File: src/rtl/led_cmd_uart_rx.sv
// led_cmd_uart_rx: 8N1 UART receiver that decodes HEADER/index/value frames into LED brightness writes
module led_cmd_uart_rx #(
    parameter int         CLK_FREQ     = 25_000_000,
    parameter int         BAUD         = 115_200,
    parameter logic [7:0] HEADER       = 8'hA5,
    parameter int         TIMEOUT_BITS = 40
) (
    input  logic       clk,
    input  logic       rst_n,
    input  logic       rx,
    output logic       wr_en,
    output logic [2:0] wr_index,
    output logic [7:0] wr_value,
    output logic       frame_err,
    output logic       cmd_err,
    output logic       busy
);
    localparam int CPB     = CLK_FREQ / BAUD;
    localparam int CW      = $clog2(CPB);
    localparam int TO_CLKS = TIMEOUT_BITS * CPB;
    localparam int GW      = $clog2(TO_CLKS + 1);
    localparam logic [CW-1:0] HALF_LAST = CW'(CPB / 2 - 1);
    localparam logic [CW-1:0] FULL_LAST = CW'(CPB - 1);
    localparam logic [GW-1:0] GAP_LAST  = GW'(TO_CLKS - 1);

    typedef enum logic [2:0] {IDLE, START, DATA, STOP, BRK} rx_state_t;
    typedef enum logic [1:0] {WAIT_HDR, WAIT_IDX, WAIT_VAL} p_state_t;

    logic [1:0]    sync_q;
    logic          rxs;
    rx_state_t     rx_state, rx_next;
    logic [CW-1:0] clk_cnt, clk_cnt_d;
    logic [2:0]    bit_cnt, bit_cnt_d;
    logic [7:0]    shreg, shreg_d;
    logic          byte_valid, stop_err, bv_q;
    p_state_t      p_state, p_next;
    logic [GW-1:0] gap, gap_d;
    logic [2:0]    idx, idx_d, wr_index_d;
    logic [7:0]    wr_value_d;
    logic          wr_en_d, cmd_err_d, timeout;

    assign rxs  = sync_q[1];
    assign busy = p_state != WAIT_HDR;

    always_ff @(posedge clk or negedge rst_n) begin
        if (!rst_n) begin
            sync_q    <= 2'b11;
            rx_state  <= IDLE;
            clk_cnt   <= '0;
            bit_cnt   <= '0;
            shreg     <= '0;
            bv_q      <= 1'b0;
            frame_err <= 1'b0;
        end else begin
            sync_q    <= {sync_q[0], rx};
            rx_state  <= rx_next;
            clk_cnt   <= clk_cnt_d;
            bit_cnt   <= bit_cnt_d;
            shreg     <= shreg_d;
            bv_q      <= byte_valid;
            frame_err <= stop_err;
        end
    end

    always_comb begin
        rx_next    = rx_state;
        clk_cnt_d  = clk_cnt + 1'b1;
        bit_cnt_d  = bit_cnt;
        shreg_d    = shreg;
        byte_valid = 1'b0;
        stop_err   = 1'b0;
        case (rx_state)
            IDLE: begin
                clk_cnt_d = '0;
                bit_cnt_d = '0;
                rx_next   = rxs ? IDLE : START;
            end
            START: if (clk_cnt == HALF_LAST) begin
                clk_cnt_d = '0;
                rx_next   = rxs ? IDLE : DATA;
            end
            DATA: if (clk_cnt == FULL_LAST) begin
                clk_cnt_d = '0;
                shreg_d   = {rxs, shreg[7:1]};
                bit_cnt_d = bit_cnt + 1'b1;
                rx_next   = (bit_cnt == 3'd7) ? STOP : DATA;
            end
            STOP: if (clk_cnt == FULL_LAST) begin
                clk_cnt_d  = '0;
                byte_valid = rxs;
                stop_err   = !rxs;
                rx_next    = rxs ? IDLE : BRK;
            end
            BRK: begin
                // a held-low line must return high before another start bit is accepted
                clk_cnt_d = '0;
                rx_next   = rxs ? IDLE : BRK;
            end
            default: rx_next = IDLE;
        endcase
    end

    assign timeout = busy && rx_state == IDLE && gap == GAP_LAST;

    always_comb begin
        p_next     = p_state;
        idx_d      = idx;
        wr_en_d    = 1'b0;
        cmd_err_d  = 1'b0;
        wr_index_d = wr_index;
        wr_value_d = wr_value;
        if (stop_err) p_next = WAIT_HDR;
        else if (bv_q) begin
            case (p_state)
                WAIT_HDR: p_next = (shreg == HEADER) ? WAIT_IDX : WAIT_HDR;
                WAIT_IDX: begin
                    idx_d     = shreg[2:0];
                    cmd_err_d = shreg > 8'd7;
                    p_next    = (shreg > 8'd7) ? WAIT_HDR : WAIT_VAL;
                end
                WAIT_VAL: begin
                    wr_en_d    = 1'b1;
                    wr_index_d = idx;
                    wr_value_d = shreg;
                    p_next     = WAIT_HDR;
                end
                default: p_next = WAIT_HDR;
            endcase
        end else if (timeout) begin
            cmd_err_d = 1'b1;
            p_next    = WAIT_HDR;
        end
        gap_d = (p_next == WAIT_HDR || bv_q) ? '0 : gap + GW'(rx_state == IDLE);
    end

    always_ff @(posedge clk or negedge rst_n) begin
        if (!rst_n) begin
            p_state  <= WAIT_HDR;
            gap      <= '0;
            idx      <= '0;
            wr_en    <= 1'b0;
            wr_index <= '0;
            wr_value <= '0;
            cmd_err  <= 1'b0;
        end else begin
            p_state  <= p_next;
            gap      <= gap_d;
            idx      <= idx_d;
            wr_en    <= wr_en_d;
            wr_index <= wr_index_d;
            wr_value <= wr_value_d;
            cmd_err  <= cmd_err_d;
        end
    end
endmodule

File: config.mk
export PLATFORM = sky130hd
export DESIGN_NAME = led_cmd_uart_rx
export DESIGN_NICKNAME = d
export VERILOG_FILES = /design/src/rtl/led_cmd_uart_rx.sv
export SDC_FILE = /design/constraint.sdc
export NUM_CORES = 1
export LEC_CHECK = 0
export ABC_AREA = 1
export CAP_MARGIN = 30
export CELL_PAD_IN_SITES_DETAIL_PLACEMENT = 0
export CELL_PAD_IN_SITES_GLOBAL_PLACEMENT = 1
export CORE_MARGIN = 5
export CORE_UTILIZATION = 45
export DETAILED_ROUTE_END_ITERATION = 6
export PLACE_DENSITY_LB_ADDON = 0.12
export SYNTH_ARGS = -nofsm -noshare
export SYNTH_HDL_FRONTEND = slang
export SYNTH_SLANG_ARGS = --single-unit
File: constraint.sdc
create_clock -name clk -period 2.22 [get_ports clk]
set_input_delay 0.333 -clock clk [delete_from_list [all_inputs] [get_ports clk]]
set_output_delay 0.333 -clock clk [all_outputs]
set_load 0.01 [all_outputs]
After elaboration in Yosys (flattened, before gate mapping)
Cells that the tools add are included.
W data, S select, Z words.
- output and inout bits: 15
- bits in latches: 0
- ROM bits: 0
- flip-flop bits (word level): 58
- memories: 0
- word-level logic and storage cells: 80
- memory bits (writable): 0
- input bits: 3
- shifts and indexed selects: 0
- divide/modulo/power cells: 0
- $mul: 0
- multiplexer cells: 31
- add/sub/neg operators: 3
- bitwise gates (word level): 1
- equality and inequality tests: 14
- $lt $le $gt $ge: 1
- reductions and logical operators: 16
- operators by type and width (kind ; number):
    $pmux W8 S3 ; 1
    $eq A8 B8 Y1 const B ; 2
    $mux W8 ; 2
    $mux W3 ; 5
    $pmux W3 S5 ; 1
    $add A14 B1 Y14 ; 1
    $eq A14 B14 Y1 const B ; 1
    $mux W1 ; 14
    $mux W14 ; 1
    $mux W2 ; 5
    $reduce_and A3 Y1 ; 3
    $add A8 B1 Y8 const B ; 1
    $eq A8 B7 Y1 const B ; 1
    $gt A8 B3 Y1 const B ; 1
    $eq A3 B2 Y1 const B ; 2
    $eq A3 B3 Y1 const B ; 2
    $ne A2 B2 Y1 const B ; 3
    $pmux W3 S2 ; 1
    $logic_not A2 Y1 ; 2
    $pmux W2 S2 ; 1
    $reduce_and A2 Y1 ; 2
    $reduce_bool A2 Y1 ; 2
    $reduce_or A2 Y1 ; 2
    $add A3 B1 Y3 const B ; 1
    8 further kinds ; 9

Logic depth before layout (Yosys ltp)
- depth in word-level cells: 9
- gate-level depth with buffers: 11
- mapped depth without buffers: 11

Worst setup path before layout
Ideal clock, no wire load.
- kind: register to register
- start point: reg rx_state[0]
- end point: reg gap[11]
- stages on the path, launching flop included: 12
- path buffers: 0
- library setup time: 124 ps
- data required time: 2096 ps
- slack: 488 ps
- period minus slack after synthesis: 1732 ps
- arrival time: 1608 ps
- cell sequence: dfrtp_1 > nor2_2 > nand2_2 > inv_1 > ha_1 > inv_1 > nor2_2 > nand3_2 > nor2_2 > nand3_1 > xor2_1 > nor2_4
- cells in the longest elaborated chain, start to end: 9
- elaborated cells on any way between the ends: 12
- classes of those cells: add/sub (1); eq/ne (1); mux (5); reduce/logical (5)
- ends and longest elaborated chain (element ; line ; text):
    start: declaration ; 31 ; rx_state_t rx_state, rx_next;
    start signal: assignment ; 56 ; rx_state <= rx_next;
    branches (longest 8 deep; another with $add A14 B1 Y14) ; n/a ;
    $mux W14 * ; 133 ; gap_d = (p_next == WAIT_HDR || bv_q) ? '0 : gap + GW'(rx_state == IDLE);
    named net gap_d[11] ; 37 ; logic [GW-1:0] gap, gap_d;
    end signal: assignment ; 147 ; gap <= gap_d;
    end: declaration ; 37 ;
Mark *: on every way through the listed nets, which the timed path passes.
A chain may end at the register's enable or synchronous reset.

Final worst setup path
- start point: reg rx_state[1]
- end point: reg gap[11]
The elaborated chain is that of the path after synthesis.

==> metrics.yaml <==
ys_seq_area_frac: 0.519
fin_ws_ns: 0.362
cap_viol_max_count: 0
synthAdderAreaFrac: 0.0268
reg2reg_to: "gap[11]$_DFF_PN0_"
hp-class: "register to register"
max_freq_mhz: 538
drcViolationCount: 0
power_uw: 2130
synthesis.area_um2: 2800
n_antenna_cell: 0
antenna_found_initial: 0
synthSimpleGateAreaFrac: 0.284
post_cts_buffers: 0
whs_path_depth: 0
path_max_fanout: 4
die_w_um: 88.9
cp_cell_sequence: "nor2_2 -> nand2_2 -> inv_1 -> ha_1 -> inv_1 -> nor2_2 -> nand3_2 -> nor2_2 -> nand3_1 -> xor2_1 -> nor2_4"
crit_path_end_kind: "register"
ctsRootBufferMaster: "clkbuf_8"
initial_core_util: 0.468
status: "complete, no violations"
rsz0062_at_grt: "false"
crit_slowest_cell: "dfrtp_1"
tightest_slew_ns: 0.548
drive_above_1_share: 0.172
cp-start-kind: "register"
p_leak_uw: 0.00148
min-delay-start: "sync_q[0]$_DFF_PN1_"
dieArea_um2: 7910
die_h_um: 88.9
cts_sinks: 58
synthesis.nets: 320
grt_pass1_vias: 1885
seqPwrFrac: 0.499
netSwitchingFraction: 0.196
synth_compound_gate_area_share: 0.0522
synth.avg_cell_area_um2: 9.01
synth_seq_cells: 58
grt_start_max_net_pins: 36
layout_commonest_cell: "nand2_1"
p_switching_uw: 416
ir_worst_vdd_uv: 466
drv_slew: 0
synth_top_family_by_area: "simple AND/OR/NAND/NOR gates"
wl_per_cell_um: 11.2
grt_usage: 0.138
period_share: 0.837
grt_overflow: 0
grt_first_pass_wirelength_um: 8440
fin_util: 0.548
cp_num_buf_inv: 2
finalSetupViolCount: 0
vias: 1936
synthMuxAreaShare: 0
maxSlewHeadroom: 0.635
crit_required_ns: 2.43
cts_tree: "yes"
path_clk_slew_ns: 0.06
drt-initial-drc-count: 70
core-area_um2: 5990
syn_inst: 311
crit_family: "simple AND/OR/NAND/NOR gates"
dr.pass1.iters: 4
tns_ns: 0
arrival_ns: 2.06
std_cell_rows: 28
final-hold-violation-count: 0
yosys_warnings: 0
reg2regPathDepth: 11
io_pins: 18
crit_path_frequent_cell: "nor2_2"
final_nets: 348
port_buffers: 17
cts-resized-gates: 0
met2RoutedLength_um: 2040
cts.path.max_buffers: 2
finalWirelength_um: 4680
top_layer_used: "met4"
drt-met1-wl_um: 2360
final_cell_mix: "72 x nand2_1, 56 x dfrtp_1, 33 x inv_1"
p_per_area_nw_per_um2: 647
critical_path.max_stage_delay_ns: 0.42
ant_nets: 0
min_to: "sync_q[1]$_DFF_PN1_"
fin_worst_skew_ns: 0.00884
ys_types: 28
htreeDepth: 3
areaGrowthSynthToFinish_pct: 17.2
clkPwrFrac: 0.487
numCtsBuffers: 9
pwr-share-comb: 0.014
holdWs_ns: 0.364
clock_latency_ns: 0.33
rr_startpoint: "rx_state[1]$_DFFE_PN0P_"
viasPerCell: 4.62
place_congestion: 0.847
synth-xor-area-share: 0.0469
layout_min_cycle_time_ns: 1.86
dp_slack_ns: 0.358
critPathKind: "register to register"
p_int_uw: 1710
wl_met3_um: 176
dp_hpwl_um: 3390
regToRegSetupSlack_ns: 0.36
[power groups by stage]
stage	Combinational, uW	Sequential [uW]	Clock, uW
finish	29.6	1060	1040
global route	35.7	1060	1120
CTS	32.3	1060	1060
detailed placement	30.8	1080	0
global placement	31.0	1080	0
floorplan	1.93	1080	0
[repair_timing]
item / in CTS / in global routing
endpoints found under the setup margin: 0 / 0
endpoints found under the hold margin: 2 / 0
hold buffers: 1 / 0
[stage by stage]
stage / instance area [um2] / std cells
6_report: 3290 / 419
4_1_cts: 3290 / 419
5_1_grt: 3290 / 419
3_5_place_dp: 3060 / 402
2_1_floorplan: 2800 / 311
3_3_place_gp: 3060 / 402
[worst max-delay path by stage]
stage	start	depth (start not counted)	end
after floorplan	rx_state[0]$_DFFE_PN0P_	11	gap[11]$_DFF_PN0_
final	rx_state[1]$_DFFE_PN0P_	11	gap[11]$_DFF_PN0_
after CTS	rx_state[0]$_DFFE_PN0P_	11	gap[11]$_DFF_PN0_
after global routing	rx_state[0]$_DFFE_PN0P_	10	gap[6]$_DFF_PN0_
after detailed placement	rx_state[0]$_DFFE_PN0P_	11	gap[11]$_DFF_PN0_
after global placement	rx_state[0]$_DFFE_PN0P_	11	gap[11]$_DFF_PN0_
[state kept, by name (all words and copies together), names as in the netlist]
signal,count
gap,14
clk_cnt,8
wr_index,3
p_state,2
frame_err,1
bit_cnt,3
idx,3
rx_state,3
cmd_err,1
bv_q,1
shreg,8
wr_en,1
sync_q,2
wr_value,8
[per-layer routing]
layer  track usage  vias up
li1              -     1025
met1         0.187      875
met2         0.200       27
met3        0.0323        9
met4        0.0810        0
met5             0        -
[cell families after synthesis]
logic type      count (synthesis)
buf+inv                        47
simple gates                  158
xor+xnor                       15
compound gates                 27
flops                          58
fa+ha+maj                       6
[cell usage after synthesis, drive strengths merged]
cell type	number	area, um2
clkbuf	1	5.00
a21oi	3	26.3
ha	6	75.1
nor4	1	6.26
nand3	18	105
dfstp	2	52.6
nor3	4	20.0
xor2	10	87.6
nand3b	1	7.51
dfrtp	56	1400
nand4	6	52.6
nand2	79	319
o21ai	24	120
nor2	49	287
buf	3	32.5
inv	43	161
xnor2	5	43.8
[area by class of cell]
| type | instances | area (um2) |
|---|---|---|
| fillers | 534 | 2710 |
| flip-flops and latches | 58 | 1450 |
| multi-input cells | 206 | 1150 |
| repair buffers | 21 | 210 |
| clock buffers | 15 | 186 |
| inverters | 43 | 161 |
| well taps | 75 | 93.8 |
| clock inverters | 1 | 30.0 |
Power figures use the tool's default switching activity.
